`src/rtl/jtag_dtm_pkg.sv`:
```
// Shared types and constants for the JTAG TAP / RISC-V debug transport module.
package jtag_dtm_pkg;

  // Standard 4-bit TAP state encoding.
  typedef enum logic [3:0] {
    EXIT2_DR         = 4'h0,
    EXIT1_DR         = 4'h1,
    SHIFT_DR         = 4'h2,
    PAUSE_DR         = 4'h3,
    SELECT_IR        = 4'h4,
    UPDATE_DR        = 4'h5,
    CAPTURE_DR       = 4'h6,
    SELECT_DR        = 4'h7,
    EXIT2_IR         = 4'h8,
    EXIT1_IR         = 4'h9,
    SHIFT_IR         = 4'hA,
    PAUSE_IR         = 4'hB,
    RUN_TEST_IDLE    = 4'hC,
    UPDATE_IR        = 4'hD,
    CAPTURE_IR       = 4'hE,
    TEST_LOGIC_RESET = 4'hF
  } tap_state_e;

  localparam int unsigned IR_IDCODE = 'h01;
  localparam int unsigned IR_DTMCS  = 'h10;
  localparam int unsigned IR_DMI    = 'h11;
  localparam int unsigned IR_BYPASS = 'h1F;

  localparam logic [1:0] DMI_OP_NOP   = 2'd0;
  localparam logic [1:0] DMI_OP_READ  = 2'd1;
  localparam logic [1:0] DMI_OP_WRITE = 2'd2;

  localparam logic [1:0] DMI_RESP_OK     = 2'd0;
  localparam logic [1:0] DMI_RESP_FAILED = 2'd2;
  localparam logic [1:0] DMI_RESP_BUSY   = 2'd3;

  localparam int DTMCS_VERSION_LSB      = 0;
  localparam int DTMCS_VERSION_W        = 4;
  localparam int DTMCS_ABITS_LSB        = 4;
  localparam int DTMCS_ABITS_W          = 6;
  localparam int DTMCS_DMISTAT_LSB      = 10;
  localparam int DTMCS_DMISTAT_W        = 2;
  localparam int DTMCS_IDLE_LSB         = 12;
  localparam int DTMCS_IDLE_W           = 3;
  localparam int DTMCS_DMIRESET_BIT     = 16;
  localparam int DTMCS_DMIHARDRESET_BIT = 17;

  localparam logic [DTMCS_VERSION_W-1:0] DTMCS_VERSION = 4'd1;
  localparam logic [DTMCS_IDLE_W-1:0]    DTMCS_IDLE    = 3'd1;

  function automatic logic [31:0] dtmcs_value(input logic [DTMCS_ABITS_W-1:0] abits,
                                              input logic [DTMCS_DMISTAT_W-1:0] dmistat);
    logic [31:0] v;
    v = '0;
    v[DTMCS_VERSION_LSB +: DTMCS_VERSION_W] = DTMCS_VERSION;
    v[DTMCS_ABITS_LSB +: DTMCS_ABITS_W]     = abits;
    v[DTMCS_DMISTAT_LSB +: DTMCS_DMISTAT_W] = dmistat;
    v[DTMCS_IDLE_LSB +: DTMCS_IDLE_W]       = DTMCS_IDLE;
    return v;
  endfunction

endpackage

```
`src/rtl/jtag_tap_fsm.sv`:
```
// 16-state IEEE 1149.1 TAP controller, advanced on detected TCK rising edges.
module jtag_tap_fsm
  import jtag_dtm_pkg::*;
(
  input  logic       clk,
  input  logic       reset,
  input  logic       trst,
  input  logic       tck_rise,
  input  logic       tms,
  output logic [3:0] state
);

  tap_state_e state_reg;

  always_ff @(posedge clk) begin
    if (!reset || trst) begin
      state_reg <= TEST_LOGIC_RESET;
    end else if (tck_rise) begin
      case (state_reg)
        TEST_LOGIC_RESET: state_reg <= tms ? TEST_LOGIC_RESET : RUN_TEST_IDLE;
        RUN_TEST_IDLE:    state_reg <= tms ? SELECT_DR : RUN_TEST_IDLE;
        SELECT_DR:        state_reg <= tms ? SELECT_IR : CAPTURE_DR;
        CAPTURE_DR:       state_reg <= tms ? EXIT1_DR : SHIFT_DR;
        SHIFT_DR:         state_reg <= tms ? EXIT1_DR : SHIFT_DR;
        EXIT1_DR:         state_reg <= tms ? UPDATE_DR : PAUSE_DR;
        PAUSE_DR:         state_reg <= tms ? EXIT2_DR : PAUSE_DR;
        EXIT2_DR:         state_reg <= tms ? UPDATE_DR : SHIFT_DR;
        UPDATE_DR:        state_reg <= tms ? SELECT_DR : RUN_TEST_IDLE;
        SELECT_IR:        state_reg <= tms ? TEST_LOGIC_RESET : CAPTURE_IR;
        CAPTURE_IR:       state_reg <= tms ? EXIT1_IR : SHIFT_IR;
        SHIFT_IR:         state_reg <= tms ? EXIT1_IR : SHIFT_IR;
        EXIT1_IR:         state_reg <= tms ? UPDATE_IR : PAUSE_IR;
        PAUSE_IR:         state_reg <= tms ? EXIT2_IR : PAUSE_IR;
        EXIT2_IR:         state_reg <= tms ? UPDATE_IR : SHIFT_IR;
        UPDATE_IR:        state_reg <= tms ? SELECT_DR : RUN_TEST_IDLE;
        default:          state_reg <= TEST_LOGIC_RESET;
      endcase
    end
  end

  assign state = state_reg;

endmodule

```
`src/rtl/jtag_tap_dtm.sv`:
```
// JTAG TAP with RISC-V DTM registers (IDCODE, DTMCS, DMI, BYPASS); pins are
// oversampled in clk and DMI updates become valid/ready requests.
module jtag_tap_dtm
  import jtag_dtm_pkg::*;
#(
  parameter int          IR_LEN      = 5,
  parameter logic [31:0] IDCODE_VAL  = 32'h00000001,
  parameter int          ABITS       = 7,
  parameter int          SYNC_STAGES = 2
) (
  input  logic             clk,
  input  logic             reset,
  input  logic             jtag_TCK,
  input  logic             jtag_TMS,
  input  logic             jtag_TDI,
  input  logic             jtag_TRST,
  output logic             jtag_TDO,
  output logic             jtag_TDO_en,
  output logic             dmi_req_valid,
  input  logic             dmi_req_ready,
  output logic [ABITS-1:0] dmi_req_addr,
  output logic [31:0]      dmi_req_data,
  output logic [1:0]       dmi_req_op,
  input  logic             dmi_resp_valid,
  output logic             dmi_resp_ready,
  input  logic [31:0]      dmi_resp_data,
  input  logic [1:0]       dmi_resp_resp
);

  localparam int DMI_LEN = ABITS + 34;
  localparam int SHIFT_W = (DMI_LEN > IR_LEN) ? DMI_LEN : IR_LEN;
  localparam int LEN_W   = $clog2(SHIFT_W);

  localparam logic [IR_LEN-1:0] IR_IDCODE_C = IR_LEN'(IR_IDCODE);
  localparam logic [IR_LEN-1:0] IR_DTMCS_C  = IR_LEN'(IR_DTMCS);
  localparam logic [IR_LEN-1:0] IR_DMI_C    = IR_LEN'(IR_DMI);

  // Pin vector: {TRST, TDI, TMS, TCK}; every pin sees the same latency.
  logic [SYNC_STAGES-1:0][3:0] sync_reg, sync_next;
  logic tck_s, tms_s, tdi_s, trst_s, tck_prev_reg, tck_rise, tck_fall;

  assign sync_next[0] = {jtag_TRST, jtag_TDI, jtag_TMS, jtag_TCK};
  genvar gi;
  generate
    for (gi = 1; gi < SYNC_STAGES; gi++) begin : g_sync
      assign sync_next[gi] = sync_reg[gi-1];
    end
  endgenerate

  always_ff @(posedge clk) begin
    if (!reset) sync_reg <= '0;
    else        sync_reg <= sync_next;
  end

  assign tck_s    = sync_reg[SYNC_STAGES-1][0];
  assign tms_s    = sync_reg[SYNC_STAGES-1][1];
  assign tdi_s    = sync_reg[SYNC_STAGES-1][2];
  assign trst_s   = sync_reg[SYNC_STAGES-1][3];
  assign tck_rise = tck_s & ~tck_prev_reg;
  assign tck_fall = ~tck_s & tck_prev_reg;

  logic [3:0] tap_state_bits;
  tap_state_e tap_state;

  jtag_tap_fsm u_fsm (
    .clk      (clk),
    .reset    (reset),
    .trst     (trst_s),
    .tck_rise (tck_rise),
    .tms      (tms_s),
    .state    (tap_state_bits)
  );
  assign tap_state = tap_state_e'(tap_state_bits);

  logic [IR_LEN-1:0]  ir_reg;
  logic [SHIFT_W-1:0] shift_reg, shift_next, dr_capture;
  logic [LEN_W-1:0]   dr_msb, shift_msb;
  logic               tdo_reg, pending_reg, req_valid_reg, resp_ready_reg;
  logic [1:0]         sticky_reg, dmi_stat, upd_op;
  logic [31:0]        resp_data_reg, req_data_reg;
  logic [ABITS-1:0]   req_addr_reg;
  logic [1:0]         req_op_reg;

  assign dmi_stat = pending_reg ? DMI_RESP_BUSY : sticky_reg;
  assign upd_op   = shift_reg[1:0];

  // TDI always enters at the top of the currently active register length.
  always_comb begin
    dr_msb = LEN_W'(0);
    if (ir_reg == IR_IDCODE_C || ir_reg == IR_DTMCS_C) dr_msb = LEN_W'(31);
    else if (ir_reg == IR_DMI_C)                       dr_msb = LEN_W'(DMI_LEN - 1);
    shift_msb = (tap_state == SHIFT_IR) ? LEN_W'(IR_LEN - 1) : dr_msb;
    shift_next = shift_reg >> 1;
    shift_next[shift_msb] = tdi_s;
  end

  always_comb begin
    dr_capture = '0;
    if (ir_reg == IR_IDCODE_C)     dr_capture[31:0] = IDCODE_VAL;
    else if (ir_reg == IR_DTMCS_C) dr_capture[31:0] = dtmcs_value(DTMCS_ABITS_W'(ABITS), sticky_reg);
    else if (ir_reg == IR_DMI_C)   dr_capture[DMI_LEN-1:0] = {req_addr_reg, resp_data_reg, dmi_stat};
  end

  always_ff @(posedge clk) begin
    if (!reset) begin
      tck_prev_reg   <= 1'b0;
      ir_reg         <= IR_IDCODE_C;
      shift_reg      <= '0;
      tdo_reg        <= 1'b0;
      pending_reg    <= 1'b0;
      sticky_reg     <= '0;
      resp_data_reg  <= '0;
      req_valid_reg  <= 1'b0;
      req_addr_reg   <= '0;
      req_data_reg   <= '0;
      req_op_reg     <= '0;
      resp_ready_reg <= 1'b0;
    end else begin
      tck_prev_reg <= tck_s;

      if (req_valid_reg && dmi_req_ready) begin
        req_valid_reg  <= 1'b0;
        resp_ready_reg <= 1'b1;
      end
      if (resp_ready_reg && dmi_resp_valid) begin
        resp_ready_reg <= 1'b0;
        pending_reg    <= 1'b0;
        resp_data_reg  <= dmi_resp_data;
        if (sticky_reg == DMI_RESP_OK &&
            (dmi_resp_resp == DMI_RESP_FAILED || dmi_resp_resp == DMI_RESP_BUSY))
          sticky_reg <= dmi_resp_resp;
      end

      // TAP actions come last so a DTMCS hard reset overrides a same-cycle handshake.
      if (trst_s) begin
        ir_reg <= IR_IDCODE_C;
      end else if (tck_rise) begin
        case (tap_state)
          TEST_LOGIC_RESET: ir_reg <= IR_IDCODE_C;
          CAPTURE_IR:       shift_reg <= SHIFT_W'(1);
          CAPTURE_DR: begin
            shift_reg <= dr_capture;
            if (ir_reg == IR_DMI_C && pending_reg) sticky_reg <= DMI_RESP_BUSY;
          end
          SHIFT_IR, SHIFT_DR: shift_reg <= shift_next;
          UPDATE_IR:        ir_reg <= shift_reg[IR_LEN-1:0];
          UPDATE_DR: begin
            if (ir_reg == IR_DTMCS_C) begin
              if (shift_reg[DTMCS_DMIHARDRESET_BIT]) begin
                sticky_reg     <= '0;
                pending_reg    <= 1'b0;
                req_valid_reg  <= 1'b0;
                resp_ready_reg <= 1'b0;
              end else if (shift_reg[DTMCS_DMIRESET_BIT]) begin
                sticky_reg <= '0;
              end
            end else if (ir_reg == IR_DMI_C) begin
              if (pending_reg) begin
                sticky_reg <= DMI_RESP_BUSY;
              end else if (sticky_reg == DMI_RESP_OK &&
                           (upd_op == DMI_OP_READ || upd_op == DMI_OP_WRITE)) begin
                req_valid_reg <= 1'b1;
                pending_reg   <= 1'b1;
                req_op_reg    <= upd_op;
                req_data_reg  <= shift_reg[33:2];
                req_addr_reg  <= shift_reg[ABITS+33:34];
              end
            end
          end
          default: ;
        endcase
      end

      if (tck_fall && (tap_state == SHIFT_IR || tap_state == SHIFT_DR))
        tdo_reg <= shift_reg[0];
    end
  end

  assign jtag_TDO       = tdo_reg;
  assign jtag_TDO_en    = (tap_state == SHIFT_IR) || (tap_state == SHIFT_DR);
  assign dmi_req_valid  = req_valid_reg;
  assign dmi_req_addr   = req_addr_reg;
  assign dmi_req_data   = req_data_reg;
  assign dmi_req_op     = req_op_reg;
  assign dmi_resp_ready = resp_ready_reg;

endmodule

```
`config.mk`:
```
export PLATFORM = sky130hd
export DESIGN_NAME = jtag_tap_dtm
export DESIGN_NICKNAME = d
export VERILOG_FILES = /design/src/rtl/jtag_dtm_pkg.sv /design/src/rtl/jtag_tap_fsm.sv /design/src/rtl/jtag_tap_dtm.sv
export SDC_FILE = /design/constraint.sdc
export NUM_CORES = 1
export LEC_CHECK = 0
export CORE_ASPECT_RATIO = 2
export CORE_MARGIN = 2
export CORE_UTILIZATION = 54
export DETAILED_ROUTE_END_ITERATION = 16
export PLACE_DENSITY = 0.9
export SYNTH_ARGS = -nofsm -noshare
export SYNTH_HDL_FRONTEND = slang
export SYNTH_SLANG_ARGS = --single-unit
```
`constraint.sdc`:
```
create_clock -name clk -period 2 [get_ports clk]
set_input_delay 0.3 -clock clk [delete_from_list [all_inputs] [get_ports clk]]
set_output_delay 0.3 -clock clk [all_outputs]
set_load 0.01 [all_outputs]
```
==> results by group <==
Route
  – Number of remaining DRC errors: 0
  – Routed WL: approximately 16000 µm
  – Final antenna-violating net count: 0
  – DRT iter0 DRCs: 511
  – Drt wl/cell: 17.73 µm
  – Post-DR vias/cell: approximately 6
  – Vias post-DR: 5634
  – Pre-antenna DRT Iters: 8

Clocking
  – Postcts setup bufs: 0
  – TritonCTS clock tree: done
  – H-tree depth: 4
  – # clock sinks: 138
  – Worst-path clk slew: about 50 ps
  – Max clock buf depth: 2
  – CTS Hold Bufs: 0
  – Clock Latency Late Sink: 410 ps
  – Post-CTS sizing: 2
  – Clk root buf: clkbuf_16
  – Num CTS Buffers: 17

GRT
  – Total grt overflow: 0
  – Initial antenna violation count: 0
  – Vias in the first global route: 5545
  – Total track usage: around 28%
  – Largest net degree at the start of global routing: 129
  – First-pass GRT wire length: 26190 µm

Flow run
  – Maximum capacitance violations: 0

Synth
  – Synth async-reset ratio: 0%
  – Seq cells post-synth: about 140
  – Main synth FF type: dfxtp_1
  – Most numerous cell in the Yosys netlist: dfxtp_1
  – Syn_area_per_cell: 8.416 µm²
  – Synth unique cells: 57
  – Syn Nets: 737
  – Share of the synthesized area in the top cell type: 47.23%
  – Cell Area, Synth: 5849 µm²
  – Cells after Synth: 695
  – Synth warnings: 0
  – Synth top area cells: dfxtp_1 47%, o21ai_0 7.5%, nand2_1 7.3%
  – Sequential area share after synthesis: 47.23%
  – Post-synth EDFFs: 0
  – Cell taking the most area after synthesis: dfxtp_1
  – Post-synth top cells: 138 x dfxtp_1, 113 x nand2_1, 88 x o21ai_0

Power
  – Static Leak: ~0.0026 µW
  – VDD IR max: 712.5 µV
  – Total power: 6200 µW
  – PD cells: around 830 nW/µm²

Layout
  – Area growth, synth to finish: 27.10%
  – Share of cells above drive strength 1: around 9%
  – Final nets: 809
  – Diode count: 0
  – Max reg flops: 41

Floorplanning
  – Core area: ~11000 µm²
  – Die area: 11730 µm²
  – Chip height: ~150 µm
  – I/O pin count: 87
  – Initial core utilization: 55.48%
  – Die Span X: 77.60 µm
  – FP Rows: 53

Timing
  – Post-layout min period: 1960 ps
  – Rel. slew slack: 67.15%
  – Setup TNS: 0 ps
  – Fmax: 510.2 MHz
  – Unrepaired setup endpoints after global routing: false
  – Final setup vio count: 0
  – Fin. Hold Viols: 0
  – Period utilization: 98.00%
  – Fin. max-slew vios: 0
  – Skew final: about 8.0 ps
  – Worst Tran Pin Value: 492.2 ps

Critical path
  – Worst setup EP type: output port
  – CP required: between 1500 and 2000 ps
  – Worst setup path class: reg2out
  – Cells along the critical path: nor3b_4 > clkdlybuf4s50_1
  – Crit path largest cell delay: 570 ps
  – Slowest CP cell: clkdlybuf4s50_1
  – Arrival time worst endpoint: 1660 ps
  – Crit-path max FO: 11
  – CP startpoint kind: flop

Placement
  – Input/output buffers: 86
  – Gpl congestion: 0.9424
  – HPWL Detailed: 10370 µm

Outcome
  – Status: completed

Worst hold path
  – Hold WC Path Type: in2reg
## per-stage QoR
| stage | util (%) | hold WS (ps) | worst slack (ps) | cell area (µm²) | cells |
|---|---|---|---|---|---|
| floorplan | - | 411.9 | 384.0 | 5849 | 695 |
| global placement | 64.64 | 415.0 | 282.1 | 6815 | 885 |
| detailed placement | 64.64 | 422.5 | 177.1 | 6815 | 885 |
| CTS | 70.43 | 311.5 | 16.79 | 7426 | 916 |
| global route | 70.51 | 340.3 | 7.599 | 7435 | 916 |
| finish | 70.51 | 332.2 | 39.95 | 7435 | 916 |
## worst max-delay path: cells and delay by family (launching register included)
kind                   cells  cell delay [ps]
buffers and inverters      1              570
flip-flops                 1              430
AND/OR/NAND/NOR            1              250
## power breakdown
group          switching, µW  internal, µW  leakage [µW]
clock network           1160          2020      0.000285
registers               21.3          2770       0.00111
logic                    102           128       0.00122
## area by class of cell
type | count | area, µm²
Fill cell | 755 | 3109
Sequential cell | 138 | 2766
Multi-Input combinational cell | 489 | 2746
Timing Repair Buffer | 115 | 1124
Clock buffer | 21 | 460.4
Tap cell | 137 | 171.4
Clock inverter | 10 | 143.9
Inverter | 6 | 22.52
## path summary, 6_finish.rpt
check / start / to / slack, ps / depth (start not counted)
max: u_fsm.state[2] / jtag_TDO_en / 40 / 2
min: reset / u_fsm.state[0] / 330 / 3
max reg2reg: shift_reg[0] / dmi_req_data[13] / 160 / 5
min reg2reg: sync_next[4] / sync_reg[4] / 430 / 1
## layout by cell type (no fill, tap or decap), drive strengths merged, types with 5 or more instances in the layout
master,n
nor2,10
nand3,43
clkinv,5
o21ai,88
a21oi,77
clkdlybuf4s50,85
nand2b,7
a21boi,74
inv,5
buf,30
dfxtp,138
clkbuf,21
and2,10
nand3b,7
nand2,113
## kinds of logic (layout without fill, tap and decap cells)
| logic type | after synthesis | count (layout) | share of synthesized area [%] |
|---|---|---|---|
| xor+xnor | 2 | 2 | 0.2995 |
| buf+inv | 68 | 152 | 6.118 |
| flops | 138 | 138 | 47.23 |
| mux | 6 | 6 | 1.070 |
| compound gates | 264 | 264 | 27.17 |
| simple gates | 217 | 217 | 18.12 |
## routing by layer
layer,wire (µm),vias up,share of wire (%),global-route usage [%]
li1,-,2577,-,-
met1,5696,2675,35,29.29
met2,8702,314,54,51.29
met3,1096,68,6.7,5.781
met4,750,0,4.6,17.05
met5,0,-,0,0
(Power assumes the default switching activity.)
